`src/rtl/reset_sequencer.sv`:
```
// Staged reset sequencer: holds all reset outputs, waits for a filtered lock,
// then releases outputs lowest index first. Optional lock-loss event counter
// is built only when RST_SEQ_EVENT_CNT_EN is defined.
module reset_sequencer #(
  parameter int NUM_OUTPUTS = 4,
  parameter int HOLD_CYCLES = 16,
  parameter int STAGE_GAP   = 8,
  parameter int LOCK_FILTER = 4
) (
  input  logic                   clk,
  input  logic                   reset_in,
  input  logic                   lock_in,
  input  logic                   sw_reset_req,
  output logic [NUM_OUTPUTS-1:0] reset_out,
  output logic                   reset_done,
  output logic                   busy,
  output logic [7:0]             reset_event_cnt
);

  localparam int HOLD_W  = $clog2(HOLD_CYCLES + 1);
  localparam int GAP_W   = $clog2(STAGE_GAP + 1);
  localparam int LOCK_W  = $clog2(LOCK_FILTER + 1);
  localparam int STAGE_W = (NUM_OUTPUTS > 1) ? $clog2(NUM_OUTPUTS) : 1;

  localparam logic [HOLD_W-1:0]      HOLD_LAST     = HOLD_W'(HOLD_CYCLES - 1);
  localparam logic [GAP_W-1:0]       GAP_LAST      = GAP_W'(STAGE_GAP - 1);
  localparam logic [LOCK_W-1:0]      LOCK_FULL     = LOCK_W'(LOCK_FILTER);
  localparam logic [STAGE_W-1:0]     STAGE_LAST    = STAGE_W'(NUM_OUTPUTS - 1);
  localparam logic [NUM_OUTPUTS-1:0] ALL_ONES      = '1;
  localparam logic [NUM_OUTPUTS-1:0] FIRST_RELEASE = ALL_ONES << 1;

  typedef enum logic [1:0] {
    ST_ASSERT,
    ST_WAIT_LOCK,
    ST_RELEASE,
    ST_RUN
  } state_e;

  state_e                 state_q,     state_d;
  logic [HOLD_W-1:0]      hold_cnt_q,  hold_cnt_d;
  logic [STAGE_W-1:0]     stage_cnt_q, stage_cnt_d;
  logic [GAP_W-1:0]       gap_cnt_q,   gap_cnt_d;
  logic [LOCK_W-1:0]      lock_cnt_q,  lock_cnt_d;
  logic [NUM_OUTPUTS-1:0] reset_out_q, reset_out_d;
  logic                   reset_done_q, reset_done_d;
  logic                   lock_meta_q, lock_s_q;
  logic                   lock_ok_d;
  logic                   lock_lost;

  // Lock filter. The FSM acts on the filter's next value so the release
  // happens on the same edge that lock_ok is reached.
  always_comb begin
    // NOTE: every combinational output gets a default first so no path
    // leaves it unassigned, which would otherwise infer a latch.
    lock_cnt_d = lock_cnt_q;
    if (!lock_s_q) begin
      lock_cnt_d = '0;
    end else if (lock_cnt_q != LOCK_FULL) begin
      lock_cnt_d = lock_cnt_q + LOCK_W'(1);
    end
  end

  assign lock_ok_d = (lock_cnt_d == LOCK_FULL);
  assign lock_lost = !lock_s_q && ((state_q == ST_RELEASE) || (state_q == ST_RUN));

  always_comb begin
    state_d      = state_q;
    hold_cnt_d   = hold_cnt_q;
    stage_cnt_d  = stage_cnt_q;
    gap_cnt_d    = gap_cnt_q;
    reset_out_d  = reset_out_q;
    reset_done_d = reset_done_q;

    // Software request outranks lock loss; both restart the whole sequence.
    if (sw_reset_req || lock_lost) begin
      state_d      = ST_ASSERT;
      hold_cnt_d   = '0;
      stage_cnt_d  = '0;
      gap_cnt_d    = '0;
      reset_out_d  = ALL_ONES;
      reset_done_d = 1'b0;
    end else begin
      case (state_q)
        ST_ASSERT: begin
          hold_cnt_d = hold_cnt_q + HOLD_W'(1);
          if (hold_cnt_q == HOLD_LAST) begin
            if (lock_ok_d) begin
              state_d     = ST_RELEASE;
              reset_out_d = FIRST_RELEASE;
            end else begin
              state_d = ST_WAIT_LOCK;
            end
          end
        end
        ST_WAIT_LOCK: begin
          if (lock_ok_d) begin
            state_d     = ST_RELEASE;
            reset_out_d = FIRST_RELEASE;
          end
        end
        ST_RELEASE: begin
          gap_cnt_d = gap_cnt_q + GAP_W'(1);
          if (gap_cnt_q == GAP_LAST) begin
            gap_cnt_d = '0;
            if (stage_cnt_q == STAGE_LAST) begin
              state_d      = ST_RUN;
              reset_done_d = 1'b1;
            end else begin
              // Released bits shift in from the bottom, so lower indices stay low.
              stage_cnt_d = stage_cnt_q + STAGE_W'(1);
              reset_out_d = reset_out_q << 1;
            end
          end
        end
        default: ;
      endcase
    end
  end

  always_ff @(posedge clk or posedge reset_in) begin
    if (reset_in) begin
      state_q      <= ST_ASSERT;
      hold_cnt_q   <= '0;
      stage_cnt_q  <= '0;
      gap_cnt_q    <= '0;
      lock_cnt_q   <= '0;
      reset_out_q  <= ALL_ONES;
      reset_done_q <= 1'b0;
      lock_meta_q  <= 1'b0;
      lock_s_q     <= 1'b0;
    end else begin
      // NOTE: non-blocking assignments so every flop samples pre-edge values,
      // which is what makes the two-flop synchronizer a real two-stage chain.
      state_q      <= state_d;
      hold_cnt_q   <= hold_cnt_d;
      stage_cnt_q  <= stage_cnt_d;
      gap_cnt_q    <= gap_cnt_d;
      lock_cnt_q   <= lock_cnt_d;
      reset_out_q  <= reset_out_d;
      reset_done_q <= reset_done_d;
      lock_meta_q  <= lock_in;
      lock_s_q     <= lock_meta_q;
    end
  end

  assign reset_out  = reset_out_q;
  assign reset_done = reset_done_q;
  assign busy       = ~reset_done_q;

`ifdef RST_SEQ_EVENT_CNT_EN
  logic [7:0] event_cnt_q, event_cnt_d;

  // Only lock-loss entries count; a coincident software request wins.
  always_comb begin
    event_cnt_d = event_cnt_q;
    if (lock_lost && !sw_reset_req && (event_cnt_q != 8'hFF)) begin
      event_cnt_d = event_cnt_q + 8'd1;
    end
  end

  always_ff @(posedge clk or posedge reset_in) begin
    if (reset_in) begin
      event_cnt_q <= '0;
    end else begin
      event_cnt_q <= event_cnt_d;
    end
  end

  assign reset_event_cnt = event_cnt_q;
`else
  assign reset_event_cnt = 8'd0;
`endif

endmodule
```
`config.mk`:
```
export PLATFORM = sky130hd
export DESIGN_NAME = reset_sequencer
export DESIGN_NICKNAME = d
export VERILOG_FILES = /design/src/rtl/reset_sequencer.sv
export SDC_FILE = /design/constraint.sdc
export NUM_CORES = 1
export LEC_CHECK = 0
export BUFFER_PORTS_ARGS = -buffer_cell sky130_fd_sc_hd__clkbuf_2
export CORE_ASPECT_RATIO = 1.5
export CORE_MARGIN = 5
export CORE_UTILIZATION = 55
export CTS_CLUSTER_DIAMETER = 30
export DETAILED_ROUTE_END_ITERATION = 8
export HOLD_SLACK_MARGIN = 0.02
export PLACE_DENSITY = 0.82
export SYNTH_ARGS = -nofsm -noshare
export SYNTH_HDL_FRONTEND = slang
export SYNTH_SLANG_ARGS = --single-unit
```
`constraint.sdc`:
```
create_clock -name clk -period 2.5 [get_ports clk]
set_input_delay 0.5 -clock clk [delete_from_list [all_inputs] [get_ports clk]]
set_output_delay 0.5 -clock clk [all_outputs]
set_load 0.01 [all_outputs]
```
## Yosys cells after proc, flatten, opt, wreduce, memory -nomap -nowiden

Cells that the tools add are included.

| operators by class | value |
|---|---|
| $add $sub $neg | 4 |
| multipliers | 0 |
| div/mod/pow operators | 0 |
| magnitude comparators | 0 |
| equality and inequality tests | 14 |
| shift-type cells | 0 |
| muxes and demuxes | 28 |
| bitwise logic cells | 1 |
| reductions and logical operators | 14 |

Operators by type and width:

| operator | count |
|---|---|
| $mux W4 | 8 |
| $mux W2 | 10 |
| $ne A3 B3 Y1 const B | 4 |
| $pmux W4 S3 | 1 |
| $mux W5 | 2 |
| $reduce_bool A2 Y1 | 4 |
| $eq A2 B2 Y1 const B | 3 |
| $mux W3 | 2 |
| $ne A3 B1 Y1 const B | 2 |
| $pmux W2 S3 | 1 |
| $reduce_and A3 Y1 | 2 |
| $add A5 B1 Y5 const B | 1 |
| $eq A5 B4 Y1 const B | 1 |
| $reduce_and A5 Y1 | 1 |
| $add A4 B1 Y4 const B | 1 |
| $eq A4 B3 Y1 const B | 1 |
| $mux W1 | 4 |
| $reduce_and A4 Y1 | 1 |
| $reduce_bool A4 Y1 | 1 |
| $add A3 B1 Y3 const B | 1 |
| $eq A3 B3 Y1 const B | 1 |
| $add A2 B1 Y2 const B | 1 |
| $eq A2 B1 Y1 const B | 1 |
| $logic_not A2 Y1 | 1 |
| 5 further kinds | 6 |

| word-level totals | value |
|---|---|
| flip-flop bits (word level) | 23 |
| latch bits | 0 |
| bits in writable memories | 0 |
| ROM bits | 0 |
| input bits | 4 |
| output and inout bits | 14 |
| logic and storage cells | 70 |
| memories kept | 0 |

## Logic depth before layout (Yosys ltp)

Gate-level depths: netlist (run 1).

| depth | value |
|---|---|
| depth in word-level cells | 8 |
| gate-level depth with buffers | 8 |
| depth with buffers taken out | 7 |

## Least setup slack after synthesis (run 1)

OpenSTA, ideal clock, no wires.

| timing | value |
|---|---|
| path type | register -> register |
| start point | register lock_cnt_q[1] |
| end point | register state_q[1] |
| setup time | 0.120 ns |
| arrival time | 1.728 ns |
| required time | 2.380 ns |
| setup slack | 0.652 ns |
| cell stages (with the launch flop) | 8 |
| path buffers | 0 |
| period minus slack after synthesis | 1.848 ns |
| cells stage by stage | dfrtp_1 -> inv_1 -> ha_1 -> nand2_2 -> nor2_2 -> o311a_4 -> or4_1 -> o211a_1 |

| on the way | value |
|---|---|
| cells in the longest elaborated chain, start to end | 8 |
| elaborated cells on any way between the ends | 11 |
| classes of those cells | 1 x add/sub; 3 x eq/ne; 6 x mux; 1 x reduce/logical |

Ends and longest elaborated chain:

| what | line | RTL |
|---|---|---|
| start, declared | 43 | `logic [LOCK_W-1:0] lock_cnt_q, lock_cnt_d;` |
| start signal, assigned | 138 | `lock_cnt_q <= lock_cnt_d;` |
| $add A3 B1 Y3 / $ne A3 B3 Y1 (equally long branches) | 59, 58 |  |
| $mux W3 * | 58 | `end else if (lock_cnt_q != LOCK_FULL) begin` |
| $mux W3 * | 56 | `if (!lock_s_q) begin` |
| $eq A3 B3 Y1 * | 63 | `assign lock_ok_d = (lock_cnt_d == LOCK_FULL);` |
| $mux W2 | 87 | `if (lock_ok_d) begin` |
| $mux W2 | 86 | `if (hold_cnt_q == HOLD_LAST) begin` |
| $pmux W2 S3 | 83 | `case (state_q)` |
| $mux W2 | 75 | `if (sw_reset_req \|\| lock_lost) begin` |
| end signal, assigned | 134 | `state_q <= state_d;` |
| end, declared | 39 | `state_e state_q, state_d;` |

Every way passes the cells marked *; elsewhere a longest branch is shown, timed or not. The select of a mux whose other input is x is not followed.
A chain may end at the register's enable or synchronous reset.

## Final worst setup path (run 1)

| timing | value |
|---|---|
| start point | register state_q[0] |
| end point | register state_q[1] |

| on the way | value |
|---|---|
| cells in the longest elaborated chain, start to end | 6 |
| elaborated cells on any way between the ends | 15 |
| classes of those cells | 7 x eq/ne; 2 x mux; 6 x reduce/logical |

Ends and longest elaborated chain:

| what | line | RTL |
|---|---|---|
| $eq A2 B2 Y1, on equally long branches | 64, 83 |  |
| $logic_or A1 B1 Y1 | 64 | `assign lock_lost = !lock_s_q && ((state_q == ST_RELEASE) \|\| (state_q == ST_RUN));` |
| $logic_and A1 B1 Y1 | 64 |  |
| $logic_or A1 B1 Y1 | 75 |  |
| $ne A3 B3 Y1 (no source line), or another cell as far along | n/a |  |
| $reduce_and A5 Y1 (no source line) | n/a |  |

Several ways; a longest one is shown, not always the timed one.

==> reports/metrics.yaml, run 1 <==
ir_worst_vdd_v: 0.0003972
clock_path_buffers: 2
vias: 958
post_cts_resized: 0
netlist_instances: 136
die-area_um2: 3514
design_area_um2: 1390
synth-edff-count: 0
clkTransAtPathRegs_ps: 120
syn2layout_area_growth_pct: 4.811
cp.buffers_inverters: 1
synth_cell_types: 41
grt_pass1_vias: 960
placed_area_um2: 1364
worstHoldPathType: "in -> reg"
final_cell_mix: "dfrtp_1 (19), nor2_1 (18), ha_1 (10)"
cp.required_ps: 2710
insertedDiodeCount: 0
grt_pass1_wl_um: 4133
pre_cts_slack_ps: 421.5
synthFlopType: "dfrtp_1"
cts_buffers: 3
synth_async_sr_flop_share_pct: 100.0
cts_tree: "done"
crit_family: "simple AND/OR/NAND/NOR gates"
clock.fmax_ghz: 0.4760
cts_setup_buffers: 0
r2r_slack_ps: 400
drive_gt1_share_pct: 14.38
slew_headroom_pct: 44.75
start_util_pct: 58.02
avgViaCountPerCell: 5.669
fin_crit_sh_pct: 84.04
ant_nets: 0
cp_max_fo: 10
nNetsFinal: 161
firstDrtPassIters: 4
leakagePower_nw: 0.6800
hold_viol: 0
clock-sinks: 23
fin_cells: 169
seq_area_frac_synth_pct: 43.77
core-area_um2: 2286
cp-end-kind: "flop"
tightest_slew_ps: 827.9
port_buffers: 9
antenna_found_initial: 0
dp_cells: 165
whs_ps: 308.2
fillers: 198
finClkSkew_ps: 10.12
synth_seq_cells: 23
avgSynthCellArea_um2: 9.752
synthTopCellsByArea: "dfrtp_1 (36%), ha_1 (9.4%), dfstp_2 (7.9%)"
cellPowerDensity_nw_per_um2: 642.3
drv_slew: 0
status: "completed"
path_class: "reg -> reg"
row_count: 21
grt_max_degree: 24
ys_warn_count: 0
gp_congestion: 0.7935
dp_hpwl_um: 1949
synth_top_area_share_pct: 35.85
cap_violations: 0
clkLatencyLatePin_ps: 300
grt_overflow: 0
die_w_um: 50.10
setup_tns_ps: 0
drt-initial-drc-count: 25
routedWlPerCell_um: 14.22
io_pins: 18
cpMaxStageDelayCell: "or4_1"
rsz0062_at_grt: "false"
crit_path_start_kind: "flop"
wl_um: 2404
htree_levels: 1
setup_viol: 0
track_usage_pct: 14.77
cts_hold_buf: 0
setup_ws_ps: 399.0
root_buffer: "clkbuf_4"
critPathMaxStageDelay_ps: 440
final_common_cell: "dfrtp_1"
cp.arrival_ps: 2310
worstPathCellList: "inv_1, ha_1, and4b_1, and2_1, o21ai_0, or4_1, o211a_1"
synthesis.area_um2: 1326
fin_crit_ps: 2101
synth_top_cell_by_area: "dfrtp_1"
die_h_um: 70.14
drc_errors: 0
-- registers in the layout, summed over array words and instances (netlist names) --
signal       cells
reset_out        4
gap_cnt_q        4
lock_s_q         1
lock_meta_q      1
reset_done       1
lock_cnt_q       3
state_q          2
hold_cnt_q       5
stage_cnt_q      2
-- area by class of cell --
class	instances	area (µm²)	area share, %
well taps	23	28.78	2.070
multi-input cells	99	660.6	47.52
repair buffers	11	60.06	4.320
flip-flops and latches	23	580.6	41.76
inverters	9	33.78	2.430
clock buffers	4	26.28	1.890
-- cells in the mapped netlist, drive strengths merged, types with 2 or more instances --
cell type,number
xnor2,3
buf,9
mux2i,4
nor2,19
o31ai,3
dfstp,4
o21a,2
xor2,3
nor3,5
o21ai,5
nand2,7
nand2b,2
dfrtp,19
a21oi,4
ha,10
inv,9
nand4,2
nor3b,4
nor2b,2
clkbuf,3
-- power by group --
group          internal (mW)  switching [mW]  total [mW]
Combinational          0.111           0.165       0.277
Clock                 0.0622           0.103       0.165
Sequential             0.413          0.0382       0.451
Total                  0.586           0.307       0.893
-- routing by layer --
metal  global-route usage, %  routed length [µm]  up-vias  part of all wire, %
met5                       0                   0        -                    0
met4                   6.997                  97        0                  4.0
met3                   2.340                  91       12                  3.8
met2                   26.01                1315       23                   55
met1                   16.60                 900      453                   37
li1                        -                   -      470                    -
-- path summary, 6_finish.rpt --
path                                   from  cells after the start             to
worst min register to register  lock_meta_q                      0       lock_s_q
worst max-delay path             state_q[0]                      7     state_q[1]
max in group asynchronous          reset_in                      2  lock_cnt_q[0]
min in group asynchronous          reset_in                      2   gap_cnt_q[0]
worst min-delay path                lock_in                      1    lock_meta_q
worst max register to register   state_q[0]                      7     state_q[1]
-- cells by family after synthesis --
| family | after synthesis | synth area share, % |
|---|---|---|
| adders and majority gates | 10 | 9.434 |
| other | 1 | 0.2827 |
| AOI/OAI and AO/OA | 22 | 12.08 |
| and+or+nand+nor | 49 | 19.06 |
| DFF | 23 | 43.77 |
| muxes | 4 | 3.019 |
| xor gates and xnor gates | 6 | 3.963 |
| buffers and inverters | 21 | 8.396 |
-- metrics by stage --
stage	utilization (%)	total power, mW
6_report	60.81	0.8929
5_1_grt	60.81	0.9642
3_3_place_gp	59.66	0.7145
2_1_floorplan	-	0.6793
4_1_cts	60.81	0.8993
3_5_place_dp	59.66	0.7356
Note: power is estimated with default switching activity, not from simulation.
==> run 2: changes to the inputs <==
==> constraint.sdc (replaced) <==
create_clock -name clk -period 1.95 [get_ports clk]
set_input_delay 0.39 -clock clk [delete_from_list [all_inputs] [get_ports clk]]
set_output_delay 0.39 -clock clk [all_outputs]
set_load 0.01 [all_outputs]
==> reports/metrics.yaml, run 2 (same netlist as run 1, synthesis figures left out) <==
status: "completed"
drt-initial-drc-count: 24  # -4.0%
track_usage_pct: 14.30  # -0.47 points
grt_max_degree: 24  # unchanged
reg2regPathDepth: 6  # -1
htree_levels: 1  # unchanged
clkLatencyLatePin_ps: 300  # about the same
cts_buffers: 3  # unchanged
setup_ws_ps: 78.35  # -320.6 ps
cpMaxStageDelayCell: "or4_1"
row_count: 21  # unchanged
cts_tree: "done"
crit_path_start_kind: "flop"
cp-end-kind: "flop"
hold_viol: 0  # unchanged
worstHoldPathType: "in -> async"
critPathMaxStageDelay_ps: 470  # +30 ps
die-area_um2: 3514  # unchanged
fin_crit_ps: 1872  # -229.4 ps
largest_reg_flops: 5  # unchanged
finClkSkew_ps: 2.117  # -8.004 ps
final_common_cell: "dfrtp_1"
grt_pass1_wl_um: 4077  # -1.4%
syn2layout_area_growth_pct: 12.26
clock.fmax_ghz: 0.5343  # +12%
cp_max_fo: 5  # -5
ant_nets: 0  # unchanged
start_util_pct: 58.02  # unchanged
fin_crit_sh_pct: 95.98  # +12 points
p_total_mw: 1.232  # +38%
drc_errors: 0  # unchanged
cap_violations: 0  # unchanged
crit_family: "simple AND/OR/NAND/NOR gates"
avgViaCountPerCell: 5.537  # -2.3%
cp.arrival_ps: 2080  # -230 ps
grt_pass1_vias: 1025  # +6.8%
drv_slew: 0  # unchanged
routedWlPerCell_um: 13.86  # -2.6%
port_buffers: 9  # unchanged
clkTransAtPathRegs_ps: 120  # about the same
vias: 980  # +2.3%
pre_cts_slack_ps: -11.60  # -433.1 ps
drive_gt1_share_pct: 24.68  # +10 points
final_cell_mix: "dfrtp_1 (19), nor2_1 (17), buf_4 (10)"
fillers: 193  # -2.5%
cp.depth: 6  # -1
leakagePower_nw: 0.7289  # +7.2%
insertedDiodeCount: 0  # unchanged
root_buffer: "clkbuf_4"
firstDrtPassIters: 4  # unchanged
clock-sinks: 23  # unchanged
gp_congestion: 0.7908  # -0.34%
cp.required_ps: 2150  # -560 ps
placed_area_um2: 1401  # +2.8%
worstPathCellList: "inv_2, ha_4, nor4b_2, o311a_4, or4_1, o211a_1"
dp_hpwl_um: 1864  # -4.3%
antenna_found_initial: 0  # unchanged
ir_worst_vdd_v: 0.0005311  # +34%
path_class: "reg -> reg"
die_h_um: 70.14  # unchanged
die_w_um: 50.10  # unchanged
io_pins: 18  # unchanged
clock_path_buffers: 2  # unchanged
cellPowerDensity_nw_per_um2: 827.7  # +29%
setup_viol: 0  # unchanged
nNetsFinal: 169  # +5.0%
cp.buffers_inverters: 1  # unchanged
grt_overflow: 0  # unchanged
core-area_um2: 2286  # unchanged
design_area_um2: 1489  # +7.1%
top_register: "hold_cnt_q"
wl_um: 2453  # +2.0%
==> run 2: cell count changes in the layout (fill, tap and decap cells not counted), sizes merged <==
cell / change
buf: +8
==> run 2: layout make-up <==
type | count | area (µm²) | share of cell area [%]
Multi-Input combinational cell | 99 | 699.4 | 46.97
Sequential cell | 23 | 580.6 | 38.99
Clock buffer | 4 | 26.28 | 1.765
Timing Repair Buffer | 19 | 120.1 | 8.067
Tap cell | 23 | 28.78 | 1.933
Inverter | 9 | 33.78 | 2.269
==> run 2: tightest hold or removal path, cell delays in order <==
cell      delay [ps]
clkbuf_2          80
inv_1             40
buf_4            280
==> run 2: final timing paths <==
path | slack, ps | start | to
hold reg to reg | 370 | lock_meta_q | lock_s_q
max in group asynchronous | 1580 | reset_in | reset_out[3]
setup / recovery | 80 | lock_cnt_q[1] | state_q[1]
min in group clk | 190 | lock_in | lock_meta_q
hold / removal | 80 | reset_in | hold_cnt_q[4]
setup reg to reg | 80 | lock_cnt_q[1] | state_q[1]
==> run 2: repair_timing <==
| item | in CTS | in global routing |
|---|---|---|
| pin swaps | 0 | 3 |
| resized for setup | 1 | 13 |
| cloned | 0 | 0 |
| hold buffers | 0 | 0 |
| endpoints found under the hold margin | 0 | 0 |
| buffers inserted | 2 | 1 |
| endpoints found under the setup margin | 3 | 4 |
==> run 2: per-layer routing <==
layer / GRT usage, % / up-vias / part of all wire (%)
met4: 7.872 / 0 / 2.2
met3: 2.340 / 4 / 3.5
met2: 25.73 / 15 / 55
li1: - / 485 / -
met1: 14.99 / 476 / 40
met5: 0 / - / 0
==> run 2: per-stage QoR <==
step,setup TNS [ps],instances,hold WS [ps],util [%]
5_1_grt,-29.62,177,95.12,65.13
2_1_floorplan,0,143,331.2,-
3_5_place_dp,-16.70,170,340.5,61.30
6_report,0,177,77.38,65.13
3_3_place_gp,0,170,336.2,61.30
4_1_cts,0,176,81.99,63.11
==> run 2: power by group <==
part | switching, mW | internal, mW
logic | 0.243 | 0.199
registers | 0.0470 | 0.529
clock network | 0.135 | 0.0797
total | 0.425 | 0.808
